[config.mk]
export PLATFORM = sky130hd
export DESIGN_NAME = ps2_keyboard_decoder
export DESIGN_NICKNAME = d
export VERILOG_FILES = /design/src/rtl/ps2_keyboard_decoder.sv
export SDC_FILE = /design/constraint.sdc
export NUM_CORES = 1
export LEC_CHECK = 0
export ABC_AREA = 1
export CORE_UTILIZATION = 39
export CTS_CLUSTER_SIZE = 20
export DETAILED_ROUTE_END_ITERATION = 8
export GPL_ROUTABILITY_DRIVEN = 0
export HOLD_SLACK_MARGIN = 0.08
export PLACE_DENSITY = 0.53
export SYNTH_ARGS = -nofsm -noshare
export SYNTH_HDL_FRONTEND = slang
export SYNTH_SLANG_ARGS = --single-unit
[constraint.sdc]
create_clock -name clk -period 2 [get_ports clk]
set_clock_uncertainty 0.15 [all_clocks]
set_input_delay 0.4 -clock clk [delete_from_list [all_inputs] [get_ports clk]]
set_output_delay 0.4 -clock clk [all_outputs]
set_load 0.05 [all_outputs]
[src/rtl/ps2_keyboard_decoder.sv]
// ---------------------------------------------------------------------------
// ps2_keyboard_decoder
//
// Receives the raw PS/2 keyboard clock/data pair, removes glitches from the
// clock, deframes 11-bit frames (start, 8 data LSB first, odd parity, stop)
// and folds the E0 (extended) and F0 (break) prefixes into one key event.
//
// Ports:
//   clk        system clock, all logic on the rising edge
//   reset      asynchronous, active-low reset
//   ps2_clk    raw PS/2 clock (asynchronous to clk)
//   ps2_data   raw PS/2 data  (asynchronous to clk)
//   keycode    last completed scancode, prefixes stripped (held)
//   key_make   1 = press, 0 = release for keycode (held)
//   key_ext    1 = keycode was preceded by E0 (held)
//   key_valid  one-cycle pulse when keycode/key_make/key_ext update
//   frame_err  one-cycle pulse on start/parity/stop error or timeout
// ---------------------------------------------------------------------------
module ps2_keyboard_decoder #(
    parameter int FILTER_LEN     = 4,
    parameter int TIMEOUT_CYCLES = 50000
) (
    input  logic       clk,
    input  logic       reset,
    input  logic       ps2_clk,
    input  logic       ps2_data,
    output logic [7:0] keycode,
    output logic       key_make,
    output logic       key_ext,
    output logic       key_valid,
    output logic       frame_err
);

    localparam int FW = $clog2(FILTER_LEN + 1);
    localparam int TW = $clog2(TIMEOUT_CYCLES + 1);

    typedef enum logic [1:0] {
        IDLE,
        DATA,
        PARITY,
        STOP
    } state_t;

    // Synchronizers and clock filter. Everything idles high like the bus.
    logic          clk_s1, clk_s2;
    logic          data_s1, data_s2;
    logic          clk_filt, clk_filt_q;
    logic [FW-1:0] filt_cnt;
    logic          fall;

    // NOTE: all sequential state uses non-blocking assignments so every
    // register samples the pre-edge value of its neighbours.
    always_ff @(posedge clk or negedge reset) begin
        if (!reset) begin
            clk_s1     <= 1'b1;
            clk_s2     <= 1'b1;
            data_s1    <= 1'b1;
            data_s2    <= 1'b1;
            clk_filt   <= 1'b1;
            clk_filt_q <= 1'b1;
            filt_cnt   <= '0;
        end else begin
            clk_s1     <= ps2_clk;
            clk_s2     <= clk_s1;
            data_s1    <= ps2_data;
            data_s2    <= data_s1;
            clk_filt_q <= clk_filt;
            // The filtered level only follows after FILTER_LEN consecutive
            // samples that disagree with it; any agreeing sample restarts.
            if (clk_s2 == clk_filt) begin
                filt_cnt <= '0;
            end else if (filt_cnt == FW'(FILTER_LEN - 1)) begin
                clk_filt <= clk_s2;
                filt_cnt <= '0;
            end else begin
                filt_cnt <= filt_cnt + 1'b1;
            end
        end
    end

    // Single-cycle event on a filtered 1->0 transition.
    assign fall = clk_filt_q & ~clk_filt;

    // Deframing FSM, prefix folding and registered outputs.
    state_t        state;
    logic [2:0]    bit_cnt;
    logic [7:0]    shift;
    logic          parity;
    logic          pend_ext, pend_brk;
    logic [TW-1:0] to_cnt;
    logic          timeout;

    assign timeout = (state != IDLE) && (to_cnt == TW'(TIMEOUT_CYCLES - 1));

    always_ff @(posedge clk or negedge reset) begin
        if (!reset) begin
            state     <= IDLE;
            bit_cnt   <= '0;
            shift     <= '0;
            parity    <= 1'b0;
            pend_ext  <= 1'b0;
            pend_brk  <= 1'b0;
            to_cnt    <= '0;
            keycode   <= '0;
            key_make  <= 1'b0;
            key_ext   <= 1'b0;
            key_valid <= 1'b0;
            frame_err <= 1'b0;
        end else begin
            key_valid <= 1'b0;
            frame_err <= 1'b0;

            if (fall || state == IDLE) begin
                to_cnt <= '0;
            end else begin
                to_cnt <= to_cnt + 1'b1;
            end

            // A stalled frame is abandoned; this takes priority over a fall
            // arriving in the same cycle.
            if (timeout) begin
                state     <= IDLE;
                frame_err <= 1'b1;
                pend_ext  <= 1'b0;
                pend_brk  <= 1'b0;
                to_cnt    <= '0;
            end else if (fall) begin
                unique case (state)
                    IDLE: begin
                        if (!data_s2) begin
                            state   <= DATA;
                            bit_cnt <= '0;
                        end else begin
                            frame_err <= 1'b1;
                        end
                    end
                    DATA: begin
                        shift   <= {data_s2, shift[7:1]};
                        bit_cnt <= bit_cnt + 1'b1;
                        if (bit_cnt == 3'd7) state <= PARITY;
                    end
                    PARITY: begin
                        parity <= data_s2;
                        state  <= STOP;
                    end
                    STOP: begin
                        state <= IDLE;
                        if (data_s2 && ((^shift ^ parity) == 1'b1)) begin
                            case (shift)
                                8'hE0: pend_ext <= 1'b1;
                                8'hF0: pend_brk <= 1'b1;
                                default: begin
                                    keycode   <= shift;
                                    key_make  <= ~pend_brk;
                                    key_ext   <= pend_ext;
                                    key_valid <= 1'b1;
                                    pend_ext  <= 1'b0;
                                    pend_brk  <= 1'b0;
                                end
                            endcase
                        end else begin
                            frame_err <= 1'b1;
                            pend_ext  <= 1'b0;
                            pend_brk  <= 1'b0;
                        end
                    end
                    default: state <= IDLE;
                endcase
            end
        end
    end

endmodule

## Word level (Yosys, flattened, before mapping)

Cells that the tools add are included.

- Register bits after elaboration: 53

- Reductions and logical operators: 18
- Equality and inequality tests: 14
- Add/subtract/negate cells: 3
- Bitwise logic cells: 7
- Muxes and demuxes: 31

Operator list:

| kind | number |
|---|---|
| 2-to-1 mux 16 bit | 2 |
| 2-to-1 mux 1 bit | 17 |
| adder 16 x 1 -> 16 bit, second input constant | 1 |
| equality test 16 bit, second input constant | 1 |
| equality test 8 bit, second input constant | 2 |
| AND reduction 3 bit | 5 |
| != test 3 bit, second input constant | 4 |
| 2-to-1 mux 3 bit | 3 |
| 2-to-1 mux 2 bit | 4 |
| one-hot mux 2 bit (4 select lines) | 1 |
| nonzero test 2 bit | 4 |
| XOR reduction 8 bit | 1 |
| adder 3 x 1 -> 3 bit, second input constant | 2 |
| one-hot mux 1 bit (2 select lines) | 3 |
| one-hot mux 3 bit (2 select lines) | 1 |
| inverter 1 bit | 5 |
| AND reduction 5 bit | 1 |
| equality test 2 bit, second input constant | 2 |
| AND reduction 4 bit | 1 |
| equality test 3 x 2 -> 1 bit, second input constant | 1 |
| equality test 3 bit, second input constant | 1 |
| equality test 2 x 1 -> 1 bit, second input constant | 1 |
| logical AND 1 bit | 2 |
| logical NOT 2 bit | 1 |
| 7 further kinds | 7 |

## Longest topological paths before layout

- Word-level depth: 7
- Depth in mapped cells: 15
- Gate-level depth less buffers: 14

## Least setup slack after synthesis

Ideal clock, no wire load.

- Path kind: register -> register
- From: register shift[4]
- To: register key_make
- Buffers on the path: 1
- Arrival: 1527 ps
- Setup time: 122 ps
- Setup slack: 200 ps
- Period minus slack after synthesis: 1800 ps
- Stages on the path, launching flop included: 14
- Cells stage by stage: dfrtp_1 inv_1 ha_1 inv_1 nand2_1 nand3_1 nand3_1 nand2_1 nand2_1 inv_1 nand2_4 buf_6 nand2_1 o21ai_1

- Cells in the longest elaborated chain, start to end: 4

RTL lines:

| what | line | RTL |
|---|---|---|
| start, declared | 87 | `logic [7:0] shift;` |
| start signal, assigned | 138 | `shift <= {data_s2, shift[7:1]};` |
| equality test 8 bit / XOR reduction 8 bit (equally long branches) | 149, 148 |  |
| OR reduction 2 bit (no line) / XOR 1 bit (equally long branches) | - |  |
| inverter 1 bit (no line) / logical AND 1 bit (equally long branches) | - |  |
| AND reduction 5 bit (no line) * | - |  |
| end signal, assigned | 154 | `key_make <= ~pend_brk;` |
| end, declared | 28 | `output logic key_make,` |

Every way passes the cells marked *; elsewhere a longest branch is shown, timed or not.
A chain may end at the register's enable or synchronous reset.

## Worst setup path in the final report

- From: register state[0]
- To: register shift[3]

- Cells in the longest elaborated chain, start to end: 4

RTL lines:

| what | line | RTL |
|---|---|---|
| start, declared | 85 | `state_t state;` |
| start signal, assigned | 97 | `state <= IDLE;` |
| start signal, assigned | 122 | `state <= IDLE;` |
| start signal, assigned | 131 | `state <= DATA;` |
| nonzero test 2 bit | 93 | `assign timeout = (state != IDLE) && (to_cnt == TW'(TIMEOUT_CYCLES - 1));` |
| logical AND 1 bit | 93 |  |
| inverter 1 bit (no line) | - |  |
| AND reduction 3 bit (no line) * | - |  |

Marks and branches as above.

==> metrics.md <==
| Metric | Value |
|---|---|
| CP Depth | `8` |
| Worst-skew pair later-pin latency | `0.31 ns` |
| Maxcap violations | `0` |
| Vias after detailed routing | `1977` |
| PortBufs | `15` |
| CP max stage delay | `0.44 ns` |
| Dpl hpwl | `3470 µm` |
| VDD IR-drop max | `366 µV` |
| Vias per inst | `4.74` |
| Delay-heaviest family, CP | `simple AND/OR/NAND/NOR gates` |
| Vias in the first global route | `1897` |
| Setup TNS | `0 ns` |
| R2r startpoint | `state[0]$_DFFE_PN0P_` |
| Minimum clock period | `1.87 ns` |
| Slew margin rel. | `72.9%` |
| Total wire length | `4940 µm` |
| Worst slew pin tran | `0.404 ns` |
| Synth cell types | `31` |
| WP buf/inv | `2` |
| Final Non-Filler Cells | `417` |
| FF-to-FF path depth | `8` |
| Overflow after GRT | `0` |
| Root buffer cell | `clkbuf_8` |
| Crit start category | `flop` |
| Clock transition at the registers of the reported paths | `0.11 ns` |
| FF+latch count, synth | `53` |
| Final net count | `357` |
| H-Tree Depth | `2` |
| Crit path max fanout | `16` |
| Pwr dens | `1090 nW/µm²` |
| Share of cells above drive strength 1 | `19.1%` |
| # clock sinks | `53` |
| Synthesized net count | `327` |
| Sequential-to-total area share from yosys stat | `49.7%` |
| CTS Buf Count | `5` |
| Starting density of the core | `41.3%` |
| Initial DRC count | `84` |
| Max-slew violations | `0` |
| Hold_sp | `clk_s1$_DFF_PN1_` |
| WL/cell | `11.8 µm` |
| Die footprint | `7210 µm²` |
| Core Area | `6490 µm²` |
| Static leakage | `1.56 nW` |
| Drt pass-1 iters | `6` |
| Total GRT Usage | `15.0%` |
| Run status | `finished clean` |
| Crit Path Class | `reg2reg` |
| Final setup fails | `0` |
| FF/Latch Area | `1330 µm²` |
| Final Hold Viols | `0` |
| Worst Setup SP | `state[0]$_DFFE_PN0P_` |
| Dpl cells | `404` |
| Area leader, netlist | `dfrtp_1` |
| FILL cells | `598` |
| Most area-consuming cells after synthesis | `dfrtp_1 (44%), nand2_1 (11%), ha_1 (6.5%), inv_1 (6.0%), dfstp_2 (5.9%)` |
| Cell mode on critical path | `inv_1` |
| DIE HEIGHT | `84.9 µm` |
| Worst setup EP type | `flop` |
| Worst path slowest cell | `dfrtp_1` |
| Mapped cell area | `2680 µm²` |
| CTS Buffer Depth | `2` |
| Hold path cells | `0` |
| Initial antenna violation count | `0` |
| Yosys warns | `0` |
| Final hold slack | `0.216 ns` |
| Clock tree from TritonCTS | `done` |
| Worst endpoint required time | `2.09 ns` |
| Die X | `84.9 µm` |
| Fin crit share | `93.4%` |
| Synth Instances | `309` |
| DRC | `0` |
| I/O pins | `16` |
| Multi-input gate area | `1180 µm²` |
| Row count | `29` |
| Worst hold path class | `reg2reg` |
| Avg Cell Area, Syn | `8.68 µm²` |
| P&R area growth vs syn | `15.1%` |
| Pin count of the biggest net entering global routing | `54` |
| Worst Path Arrival | `1.96 ns` |
| Top cell type's share of synthesized area | `43.9%` |
| Worst path cell trace | `inv_1 -> ha_1 -> inv_1 -> nand3_4 -> nand2_4 -> nor2_4 -> nand2_1 -> o21ai_1` |
| ANT nets after route | `0` |
| First-pass GRT wire length | `8640 µm` |
| Fmax | `536 MHz` |
| Antenna Cells | `0` |
## layout make-up
class,count,share of cell area (%)
clock inverters,3,0.811
well taps,77,3.12
flip-flops and latches,53,43.2
repair buffers,25,6.65
clock buffers,5,2.23
multi-input cells,207,38.3
inverters,47,5.72
## flip-flops by register name, summed over array words and instances (netlist names), 2 cells and up
| register | flops |
|---|---|
| bit_cnt | 3 |
| filt_cnt | 3 |
| keycode | 8 |
| shift | 8 |
| state | 2 |
| to_cnt | 16 |
## repair_timing
action                                  in CTS  in global routing
buffers inserted                             0                  2
endpoints found under the setup margin       0                 19
endpoints found under the hold margin       47                  0
resized for setup                            0                 10
hold buffers                                 1                  0
## cell usage after synthesis, drive strengths merged
master	number
nand4	4
nor3	12
a21oi	4
xor2	3
nand3b	1
ha	14
o21a	1
nand3	22
nor2	29
dfstp	6
dfrtp	47
buf	4
inv	47
or2	2
mux2	1
nor3b	1
and3	1
xnor2	4
nand2	81
o21ai	25
## layout by cell type (no fill, tap or decap), drive strengths merged, types with 2 or more instances in the layout
cell type | synthesis | layout
a21oi | 4 | 4
buf | 4 | 22
clkbuf | 0 | 5
clkdlybuf4s50 | 0 | 2
dfrtp | 47 | 47
dfstp | 6 | 6
ha | 14 | 14
inv | 47 | 48
nand2 | 81 | 83
nand3 | 22 | 22
nand4 | 4 | 4
nor2 | 29 | 29
nor3 | 12 | 12
o21ai | 25 | 25
or2 | 2 | 2
xnor2 | 4 | 4
xor2 | 3 | 3
## layer usage
| layer | part of all wire [%] | GRT usage, % |
|---|---|---|
| met4 | 1.8 | 5.70 |
| met1 | 51 | 20.2 |
| met5 | 0 | 0 |
| met2 | 45 | 24.0 |
| met3 | 2.4 | 2.72 |
## metrics by stage
stage | power, mW | area [µm²] | util (%) | worst slack, ns
global placement | 2.61 | 2910 | 44.8 | 0.0938
global route | 3.63 | 3090 | 47.5 | -0.00869
floorplan | 2.32 | 2680 | - | 0.200
detailed placement | 2.64 | 2910 | 44.8 | 0.0345
finish | 3.35 | 3090 | 47.5 | 0.133
CTS | 3.28 | 3020 | 46.4 | 0.00803
## worst paths after layout
check,to,slack [ns]
worst max-delay path,shift[3]$_DFFE_PN0P_,0.13
worst min-delay path,clk_s2$_DFF_PN1_,0.22
worst max register to register,shift[3]$_DFFE_PN0P_,0.13
worst min register to register,clk_s2$_DFF_PN1_,0.22
max in group asynchronous,data_s2$_DFF_PN1_,0.96
min in group asynchronous,filt_cnt[0]$_DFF_PN0_,0.46
## power breakdown
part / switching [mW] / internal (mW) / leakage, nW
Combinational: 0.850 / 0.472 / 0.807
Clock: 0.375 / 0.253 / 0.0447
Sequential: 0.131 / 1.27 / 0.706
Total: 1.36 / 1.99 / 1.56
## cells by family (layout without fill, tap and decap cells)
logic type                 after synthesis  after routing  synth area share (%)
AOI/OAI and AO/OA                       30             30                  5.69
xor gates and xnor gates                 7              7                  2.29
adders and majority gates               14             14                  6.53
buffers and inverters                   51             80                  8.26
DFF                                     53             53                  49.7
muxes                                    1              1                 0.420
and+or+nand+nor                        153            155                  27.1
Power figures use the tool's default switching activity.
